**src/rtl/a_rom_stream_ctrl.sv**
```systemverilog
// Streams a packed two-element-per-word A-matrix ROM over valid/ready, replaying it
// NUM_PASSES times. The ROM address is driven one word ahead to hide its registered read latency.
module a_rom_stream_ctrl #(
  parameter int NUM_WORDS  = 16,
  parameter int ADDR_W     = 4,
  parameter int ELEM_W     = 7,
  parameter int NUM_PASSES = 8,
  parameter int PASS_W     = 3
) (
  input  logic                clk,
  input  logic                rst,
  input  logic                start,
  output logic [ADDR_W-1:0]   rom_addr,
  input  logic [2*ELEM_W-1:0] rom_data,
  output logic [ELEM_W-1:0]   elem_even,
  output logic [ELEM_W-1:0]   elem_odd,
  output logic                out_valid,
  input  logic                out_ready,
  output logic [ADDR_W-1:0]   word_idx,
  output logic [PASS_W-1:0]   pass_idx,
  output logic                last_word,
  output logic                busy,
  output logic                done
);

  typedef enum logic [1:0] {
    IDLE   = 2'd0,
    FETCH  = 2'd1,
    STREAM = 2'd2,
    DONE   = 2'd3
  } state_e;

  localparam logic [ADDR_W-1:0] LAST_WORD = ADDR_W'(NUM_WORDS - 1);
  localparam logic [PASS_W-1:0] LAST_PASS = PASS_W'(NUM_PASSES - 1);

  state_e              state_q, state_d;
  logic [ADDR_W-1:0]   addr_q, addr_d;
  logic [ADDR_W-1:0]   word_idx_q, word_idx_d;
  logic [PASS_W-1:0]   pass_idx_q, pass_idx_d;

  logic                fire;
  logic                final_word;
  logic [ADDR_W-1:0]   next_addr;

  assign fire       = (state_q == STREAM) && out_ready;
  assign final_word = (word_idx_q == LAST_WORD) && (pass_idx_q == LAST_PASS);
  // Address width is exactly log2(NUM_WORDS), so the increment wraps 15->0 by itself.
  assign next_addr  = final_word ? '0 : addr_q + ADDR_W'(1);

  // NOTE: sequential state uses non-blocking assignments so every flop samples pre-edge values.
  always_ff @(posedge clk) begin
    if (!rst) begin
      state_q    <= IDLE;
      addr_q     <= '0;
      word_idx_q <= '0;
      pass_idx_q <= '0;
    end else begin
      state_q    <= state_d;
      addr_q     <= addr_d;
      word_idx_q <= word_idx_d;
      pass_idx_q <= pass_idx_d;
    end
  end

  // NOTE: every comb output gets a default first, so no path can infer a latch.
  always_comb begin
    state_d = state_q;
    unique case (state_q)
      IDLE:    if (start) state_d = FETCH;
      FETCH:   state_d = STREAM;
      STREAM:  if (fire && final_word) state_d = DONE;
      DONE:    state_d = IDLE;
      default: state_d = IDLE;
    endcase
  end

  always_comb begin
    addr_d     = addr_q;
    word_idx_d = word_idx_q;
    pass_idx_d = pass_idx_q;
    if (state_q == IDLE && start) begin
      addr_d     = '0;
      word_idx_d = '0;
      pass_idx_d = '0;
    end else if (fire) begin
      addr_d = next_addr;
      if (!final_word) begin
        if (word_idx_q == LAST_WORD) begin
          word_idx_d = '0;
          pass_idx_d = pass_idx_q + PASS_W'(1);
        end else begin
          word_idx_d = word_idx_q + ADDR_W'(1);
        end
      end
    end
  end

  always_comb begin
    out_valid = (state_q == STREAM);
    busy      = (state_q == FETCH) || (state_q == STREAM);
    done      = (state_q == DONE);
    // Lookahead: on a handshake the ROM samples the next word on this same edge.
    rom_addr  = '0;
    if (state_q == STREAM) rom_addr = fire ? next_addr : addr_q;
    else if (state_q == DONE) rom_addr = addr_q;
    elem_even = out_valid ? rom_data[2*ELEM_W-1:ELEM_W] : '0;
    elem_odd  = out_valid ? rom_data[ELEM_W-1:0] : '0;
    word_idx  = word_idx_q;
    pass_idx  = pass_idx_q;
    last_word = out_valid && (word_idx_q == LAST_WORD);
  end

endmodule

```
**config.mk**
```make
export PLATFORM = sky130hd
export DESIGN_NAME = a_rom_stream_ctrl
export DESIGN_NICKNAME = d
export VERILOG_FILES = /design/src/rtl/a_rom_stream_ctrl.sv
export SDC_FILE = /design/constraint.sdc
export NUM_CORES = 1
export LEC_CHECK = 0
export ABC_AREA = 1
export BUFFER_PORTS_ARGS = -buffer_cell sky130_fd_sc_hd__buf_2
export CORE_AREA = 2 2 49 51
export DETAILED_ROUTE_END_ITERATION = 10
export DIE_AREA = 0 0 51 53
export PLACE_DENSITY = 0.81
export SLEW_MARGIN = 10
export SYNTH_ARGS = -nofsm -noshare
export SYNTH_HDL_FRONTEND = slang
export SYNTH_SLANG_ARGS = --single-unit
```
**constraint.sdc**
```tcl
create_clock -name clk -period 1.8 [get_ports clk]
set_clock_uncertainty 0.15 [all_clocks]
set_input_delay 0.45 -clock clk [delete_from_list [all_inputs] [get_ports clk]]
set_output_delay 0.45 -clock clk [all_outputs]
set_load 0.05 [all_outputs]
```
; Word level (Yosys, flattened, before mapping)
; Index checks and enable logic that the tools add are counted.
[word_totals]
reg_bits = 13
inputBits = 18
out_inout_bits = 29
elab_cells = 37
[classes]
n_addsub = 3
eq_ne = 7
n_mux = 10
n_bitwise = 2
reduce_logical = 11
[op_table]
columns = op, count
row1 = two-way mux 4 bit, 5
row2 = two-way mux 7 bit, 2
row3 = "adder 4 x 1 -> 4 bit, second input constant", 2
row4 = one-hot mux 2 bit (4 select lines), 1
row5 = logical AND 1 bit, 5
row6 = "== test 2 bit, second input constant", 2
row7 = "== test 4 bit, second input constant", 1
row8 = two-way mux 2 bit, 2
row9 = AND reduction 2 bit, 2
row10 = "adder 3 x 1 -> 3 bit, second input constant", 1
row11 = "== test 3 bit, second input constant", 1
row12 = AND reduction 3 bit, 1
row13 = "== test 2 x 1 -> 1 bit, second input constant", 1
row14 = zero test 2 bit, 1
row15 = "inequality test 2 x 1 -> 1 bit, second input constant", 1
row16 = "inequality test 2 bit, second input constant", 1
row17 = inverter 1 bit, 2
row18 = OR reduction 2 bit, 1
row19 = logical OR 1 bit, 1

; Longest topological paths before layout
; Gate-level depths: netlist of the first run.
[logic_depth]
word_depth = 5
depth_mapped = 9
mapped_depth_nobuf = 9

; Worst setup path before layout of the first run
; Ideal clock, no wire load.
[synth_timing]
path_type = reg2out
from = register state_q[0]
to = output rom_addr[2]
t_arrival_ps = 2127
required_ps = 1200
slack_ps = -927
path_stages_with_launch = 9
n_path_buf = 0
path_cell_list = dfxtp_1 inv_1 ha_1 nand2_2 inv_2 nand2_1 nand2_1 nand3_1 o21ai_1
[synth_between]
elab_chain_cells = 4
elab_cells_between_ends = 6
cone_classes = eq/ne: 2 / mux: 3 / reduce/logical: 1
[synth_rtl]
columns = element, line
row1 = start: declaration, 36  ; state_e state_q, state_d;
row2 = start signal: assignment, 58  ; state_q <= state_d;
row3 = == test 2 bit *, -
row4 = via out_valid, 17  ; output logic out_valid,
row5 = logical AND 1 bit, 45  ; assign fire = (state_q == STREAM) && out_ready;
row6 = two-way mux 4 bit, -
row7 = two-way mux 4 bit *, 104  ; if (state_q == STREAM) rom_addr = fire ? next_addr : addr_q;
row8 = end: declaration, 13  ; output logic [ADDR_W-1:0] rom_addr,
; The timed path passes the listed nets; every way through them passes the cells marked *.

; Worst setup path after layout of the first run
[layout_timing]
from = register state_q[0]
to = output rom_addr[3]
[layout_between]
elab_chain_cells = 4
elab_cells_between_ends = 6
cone_classes = eq/ne: 2 / mux: 3 / reduce/logical: 1
[layout_rtl]
columns = element, line
row1 = == test 2 bit, "45, 104"
row2 = logical AND 1 bit, 45
row3 = two-way mux 4 bit, -
row4 = two-way mux 4 bit *, 104
; Every way passes the cells marked *; elsewhere a longest branch is shown, timed or not.

==> results.toml, run 1 <==
[outcome]
status = "finished with violations"
violations = "setup timing"

[pwr]
pwr-share-comb = 0.746
ir_worst_vdd_v = 0.00136
p_per_area_mw_per_mm2 = 1180
power_uw = 2130
pwr-share-seq = 0.165
internal-power_uw = 1020
power.leakage_uw = 0.000819
clockPowerShare = 0.088
netSwitchingFraction = 0.521
p_sw_uw = 1110

[grt]
gr-total-overflow = 0
antenna_found_initial = 0
grt_usage = 0.239
grt_max_degree = 12
grt_pass1_wl_um = 4730
grt_pass1_vias = 1066

[drt]
route.detailed.drc = 0
wire_per_inst_um = 12.2
dr.pass1.iters = 7
vias = 1183
vias_per_cell = 4.89
drt_iter0_markers = 22
finalWirelength_um = 2960
ant_nets = 0

[sta]
clock.fmax_mhz = 462
finalCritPeriodShare = 1.20
tightest_slew_ns = 0.250
finalSetupViolCount = 20
finalHoldViolations = 0
rsz0062_at_grt = "yes"
layout_min_cycle_time_ns = 2.16
relSlewSlack = 0.834
setup_ws_ns = -0.364
finalMaxSlewViolations = 0

[setup_path]
worstSetupPathType = "reg -> out"
critical_path_buf_inv_count = 2
cp_max_fo = 4
slowest_delay_ns = 0.33
cp_num_cells = 8
required_ns = 1.20
r2r-start = "pass_idx[1]$_SDFFE_PP0P_"
r2r_end = "word_idx[3]$_SDFFE_PP0P_"
rrSetupSlack_ns = 0.09
r2r_cells = 10
cp-end-kind = "output port"
cpLargestDelayFamily = "simple AND/OR/NAND/NOR gates"
crit_chain = "inv_2, ha_4, nand2_8, nor2_4, a21o_1, nand4_1, nand2_4, buf_8"
start_kind = "flip-flop"
slowest_stage = "dfxtp_2"
arrival_ns = 1.56

[yosys]
synth_nets = 170
synth-seq-area-share = 0.281
synth_top_cell_by_area = "dfxtp_1"
yosys_most_used_dff = "dfxtp_1"
synth_common_cells = "nand2_1, inv_1, nand3_1, dfxtp_1, nor2_1"
synth_top_area_share = 0.281
synth_cell_types = 23
ys_ff_latch = 13
mappedNetlistArea_um2 = 927
synth_edf_count = 0
async_flop_share = 0
syn_inst = 144
synth_most_common_cell = "nand2_1"
ys_warn_count = 0
synth_area_leaders = "dfxtp_1, nand2_1, inv_1, ha_1, nand3_1"
avgSynthCellArea_um2 = 6.44

[clock_network]
htree_levels = 1
cts.path.max_buffers = 2
cts_tree = "built"
clkSinkCount = 13
hold_buffers = 0
numCtsBuffers = 3
insertion_delay_ns = 0.28
clkTransAtPathRegs_ns = 0.08
cts_root_buf = "clkbuf_4"

[cells_and_area]
area_growth_pct = 95.1
antenna_cells = 0
fin_util = 0.842
drive_gt1_frac = 0.626
final_cells = 242
stdcell_area_mm2 = 0.00181
nets = 241

[floorplanning]
initial_core_util = 0.432
die_w_um = 51
core_area_mm2 = 0.00215
die_h_um = 53
io_pins = 47
num_rows = 17
dieArea_mm2 = 0.00270

[placement]
hpwl_um = 2110
gp_congestion = 0.790
numPlacedInstances = 237
portBuffers = 46
placed_cell_area_mm2 = 0.00151
dpl_worst_slack_ns = -0.230

[worst_hold_path]
worst_hold_path.num_cells = 3
min_path_type = "in -> reg"
hold_end = "state_q[1]$_SDFFE_PN0P_"
hp-start = "rst"

[flow_run]
drv_cap = 0
layout by cell type (no fill, tap or decap), types with 2 or more instances in the layout:
cell type	count
buf_4	20
nand2_2	13
buf_8	5
nor2_4	5
ha_4	5
nand2_1	25
buf_2	24
o21ai_0	2
dfxtp_2	5
nand3_4	3
dfxtp_4	4
nand2_4	4
buf_6	19
nand3_1	13
o21ai_4	2
inv_1	15
ha_1	2
clkbuf_4	3
dfxtp_1	4
a21oi_1	5
inv_2	3
nor2_1	9
clkinvlp_4	10
what timing repair did:
item                                    in CTS  in global routing
endpoints found under the setup margin      22                 22
pin swaps                                    4                  0
setup buffers                                1                  0
gates resized for setup                     74                  3
endpoints found under the hold margin        0                  0
worst min-delay path: stages:
cell and delay [ns]:
buf_2 0.11, nand2_1 0.06, nor2_1 0.04
per-stage QoR:
| step | setup TNS, ns | hold slack (ns) |
|---|---|---|
| after floorplan | -1.34 | 0.303 |
| after detailed placement | -1.15 | 0.365 |
| after global routing | -6.39 | 0.275 |
| final | -5.34 | 0.256 |
| after CTS | -4.88 | 0.262 |
| after global placement | -0.817 | 0.347 |
power groups by stage:
stage | registers, uW | logic, uW | clock network (uW)
after floorplan | 386 | 892 | 0
after global placement | 356 | 1220 | 0
after detailed placement | 358 | 1250 | 0
after CTS | 351 | 1550 | 191
after global routing | 354 | 1690 | 201
final | 352 | 1590 | 189
layout make-up:
| class | instances | area [um^2] |
|---|---|---|
| sequential | 13 | 282 |
| multi-input combinational | 99 | 749 |
| inverter | 30 | 158 |
| fill | 111 | 339 |
| timing repair buffer | 68 | 559 |
| clock buffer | 4 | 26.3 |
| tap | 28 | 35.0 |
logic make-up (layout without fill, tap and decap cells):
kind of cell	count (synthesis)	after routing	share of synthesized area
AO/OA/AOI/OAI	13	13	0.0796
AND/OR/NAND/NOR	78	78	0.397
buffers and inverters	32	102	0.135
adder cells (fa/ha/maj)	8	8	0.108
flip-flops	13	13	0.281
sequential cells by signal, summed over array words and instances (netlist names):
| name | count |
|---|---|
| word_idx | 4 |
| addr_q | 4 |
| pass_idx | 3 |
| state_q | 2 |
how the worst max path moves through the flow:
stage,start,endpoint,slack [ns]
final,state_q[0]$_SDFFE_PN0P_,rom_addr[3],-0.36
after global routing,state_q[0]$_SDFFE_PN0P_,rom_addr[3],-0.43
after floorplan,state_q[0]$_SDFFE_PN0P_,rom_addr[2],-0.15
after CTS,state_q[0]$_SDFFE_PN0P_,rom_addr[3],-0.34
after global placement,out_ready,rom_addr[3],-0.18
after detailed placement,out_ready,rom_addr[3],-0.23
metal layers:
layer | vias to the layer above | wire length, um | track usage
met3 | 7 | 205 | 0.0395
li1 | 581 | - | -
met5 | - | 0 | 0
met1 | 535 | 1130 | 0.264
met4 | 0 | 55 | 0.104
met2 | 60 | 1570 | 0.448
(Power assumes the default switching activity.)
==> inputs of run 2 (changes only) <==
--- a/config.mk
+++ b/config.mk
@@ -5,13 +5,12 @@
 export SDC_FILE = /design/constraint.sdc
 export NUM_CORES = 1
 export LEC_CHECK = 0
-export ABC_AREA = 1
 export BUFFER_PORTS_ARGS = -buffer_cell sky130_fd_sc_hd__buf_2
 export CORE_AREA = 2 2 49 51
 export DETAILED_ROUTE_END_ITERATION = 10
 export DIE_AREA = 0 0 51 53
-export PLACE_DENSITY = 0.81
-export SLEW_MARGIN = 10
+export PLACE_DENSITY = 0.8
+export SLEW_MARGIN = 20
 export SYNTH_ARGS = -nofsm -noshare
 export SYNTH_HDL_FRONTEND = slang
 export SYNTH_SLANG_ARGS = --single-unit
==> run 2 against run 1 <==
  * The run still ends with setup timing left
  * Sequential share of layout area decreased by 2.1 points
  * First-iteration DRC count rose to 5.3 times the previous value
  * Final cell count increased by 0.41%
  * Total power is 29% higher
  * Register-to-register slack worse by 0.51 ns
  * Flip-flop and latch count did not move
  * Clock power grew 3%
==> results.toml, run 2 <==
[floorplanning]
num_rows = 17
initial_core_util = 0.422
io_pins = 47
dieArea_mm2 = 0.00270
die_w_um = 51
die_h_um = 53
core_area_mm2 = 0.00215

[setup_path]
arrival_ns = 1.85
r2r-start = "pass_idx[1]$_SDFFE_PP0P_"
cp_max_fo = 4
worstSetupPathType = "reg -> out"
r2r_cells = 12
rrSetupSlack_ns = -0.42
r2r_end = "addr_q[2]$_SDFF_PP0_"
cp-end-kind = "output port"
required_ns = 1.20
start_kind = "flip-flop"

[placement]
portBuffers = 46
placed_cell_area_mm2 = 0.00150
hpwl_um = 2350
gp_congestion = 0.906

[flow_run]
drv_cap = 0

[drt]
drt-met1-wl_um = 2300
dr_wl_met3_um = 931
vias = 1546
dr.pass1.iters = 5
route.detailed.drc = 0
vias_per_cell = 6.36
drt_iter0_markers = 117
finalWirelength_um = 6580
ant_nets = 0
routed.top_layer = "met4"
wl_met2_um = 2760
wire_per_inst_um = 27.1

[clock_network]
cts_tree = "built"
hold_buffers = 0
cts_root_buf = "clkbuf_4"
clkTransAtPathRegs_ns = 0.09
htree_levels = 1
clkSinkCount = 13
cts.path.max_buffers = 2
insertion_delay_ns = 0.29
numCtsBuffers = 3

[grt]
grt_pass1_wl_um = 7580
grt_pass1_vias = 1481
gr-total-overflow = 0
antenna_found_initial = 0
grt_usage = 0.389
grt_max_degree = 12

[pwr]
netSwitchingFraction = 0.488
ir_worst_vdd_v = 0.00170
pwr-share-seq = 0.136
power_uw = 2750
clockPowerShare = 0.071
pwr-share-comb = 0.793
p_per_area_mw_per_mm2 = 1310
internal-power_uw = 1410
power.leakage_uw = 0.000933
p_sw_uw = 1340

[yosys]
synth_top_area_share = 0.287
synth_edf_count = 0
synth_common_cells = "and2_1, dfxtp_1, a21oi_1, nand2_1, ha_1"
ys_warn_count = 0
synth_top_cell_by_area = "dfxtp_1"
ys_ff_latch = 13
syn_inst = 116
mappedNetlistArea_um2 = 907
async_flop_share = 0
synth_area_leaders = "dfxtp_1, ha_1, and2_1, a21oi_1, nand2_1"
synth_most_common_cell = "and2_1"
synth_nets = 142
yosys_most_used_dff = "dfxtp_1"
avgSynthCellArea_um2 = 7.82
synth_cell_types = 29
synth-seq-area-share = 0.287

[sta]
setup_tns_ns = -7.19
rsz0062_at_grt = "yes"
tightest_slew_ns = 0.404
finalSetupViolCount = 27
holdWs_ns = 0.285
layout_min_cycle_time_ns = 2.45
relSlewSlack = 0.730
finalCritPeriodShare = 1.36
clock.fmax_mhz = 408
setup_ws_ns = -0.653
finalHoldViolations = 0
finalMaxSlewViolations = 0

[worst_hold_path]
hp-start = "rst"
hold_end = "state_q[0]$_SDFFE_PN0P_"
min_path_type = "in -> reg"
worst_hold_path.num_cells = 2

[cells_and_area]
final_common_cell = "buf_4"
nets = 241
stdcell_area_mm2 = 0.00209
area_growth_pct = 131
drive_gt1_frac = 0.715
fin_util = 0.974
layout_common_cells = "buf_4, buf_2, buf_6"

[outcome]
status = "finished with violations"
violations = "setup timing"
-- run 2: cells by family (layout without fill, tap and decap cells) --
| group | after synthesis | after routing | share of synthesized area |
|---|---|---|---|
| simple gates | 55 | 55 | 0.341 |
| xor+xnor | 3 | 3 | 0.0290 |
| mux | 2 | 2 | 0.0221 |
| buf+inv | 8 | 106 | 0.0331 |
| flops | 13 | 13 | 0.287 |
| fa+ha+maj | 8 | 8 | 0.110 |
| compound gates | 27 | 27 | 0.178 |
| other cells | 0 | 1 | 0 |
-- run 2: final cells by class --
type | count | area [um^2]
repair buffers | 98 | 898
multi-input cells | 95 | 831
flip-flops and latches | 13 | 283
fillers | 31 | 55.1
well taps | 28 | 35.0
clock buffers | 4 | 26.3
inverters | 4 | 17.5
diodes | 1 | 2.50
-- run 2: power groups by stage --
stage | Combinational [uW] | Clock, uW | Sequential, uW
floorplan | 947 | 0 | 358
global placement | 1220 | 0 | 343
detailed placement | 1250 | 0 | 345
CTS | 1820 | 188 | 359
global route | 2210 | 209 | 374
finish | 2180 | 195 | 373
-- run 2: worst max-delay path by stage --
stage,startpoint,endpoint,slack [ns],cells past startpoint
after floorplan,pass_idx[1]$_SDFFE_PP0P_,rom_addr[2],-0.53,7
after global placement,pass_idx[1]$_SDFFE_PP0P_,rom_addr[2],-0.26,7
after detailed placement,pass_idx[1]$_SDFFE_PP0P_,rom_addr[0],-0.32,7
after CTS,pass_idx[0]$_SDFFE_PP0P_,rom_addr[1],-0.48,7
after global routing,pass_idx[1]$_SDFFE_PP0P_,rom_addr[2],-0.67,7
final,pass_idx[1]$_SDFFE_PP0P_,rom_addr[2],-0.65,7
-- run 2: what timing repair did --
action                                 CTS  global route
resized for setup                       89            20
setup endpoints to repair               23            30
gates cloned                             2             0
setup buffers                           11            15
pin swaps                               11            11
endpoints found under the hold margin    0             0
-- run 2: stage by stage --
step                cells  worst slack (ns)
finish                243            -0.653
global route          242            -0.673
CTS                   231            -0.485
detailed placement    214            -0.316
global placement      214            -0.262
floorplan             116            -0.526
-- run 2: layer usage --
layer	vias up	GRT usage
li1	602	-
met1	691	0.432
met2	186	0.652
met3	67	0.113
met4	0	0.243
met5	-	0
-- run 2: critical path, cell delays in order (launching register included) --
cell      delay (ns)
dfxtp_4         0.36
ha_4            0.16
ha_4            0.16
and4_4          0.21
nor2_4          0.13
nand3b_1        0.14
o211ai_1        0.15
buf_4           0.24
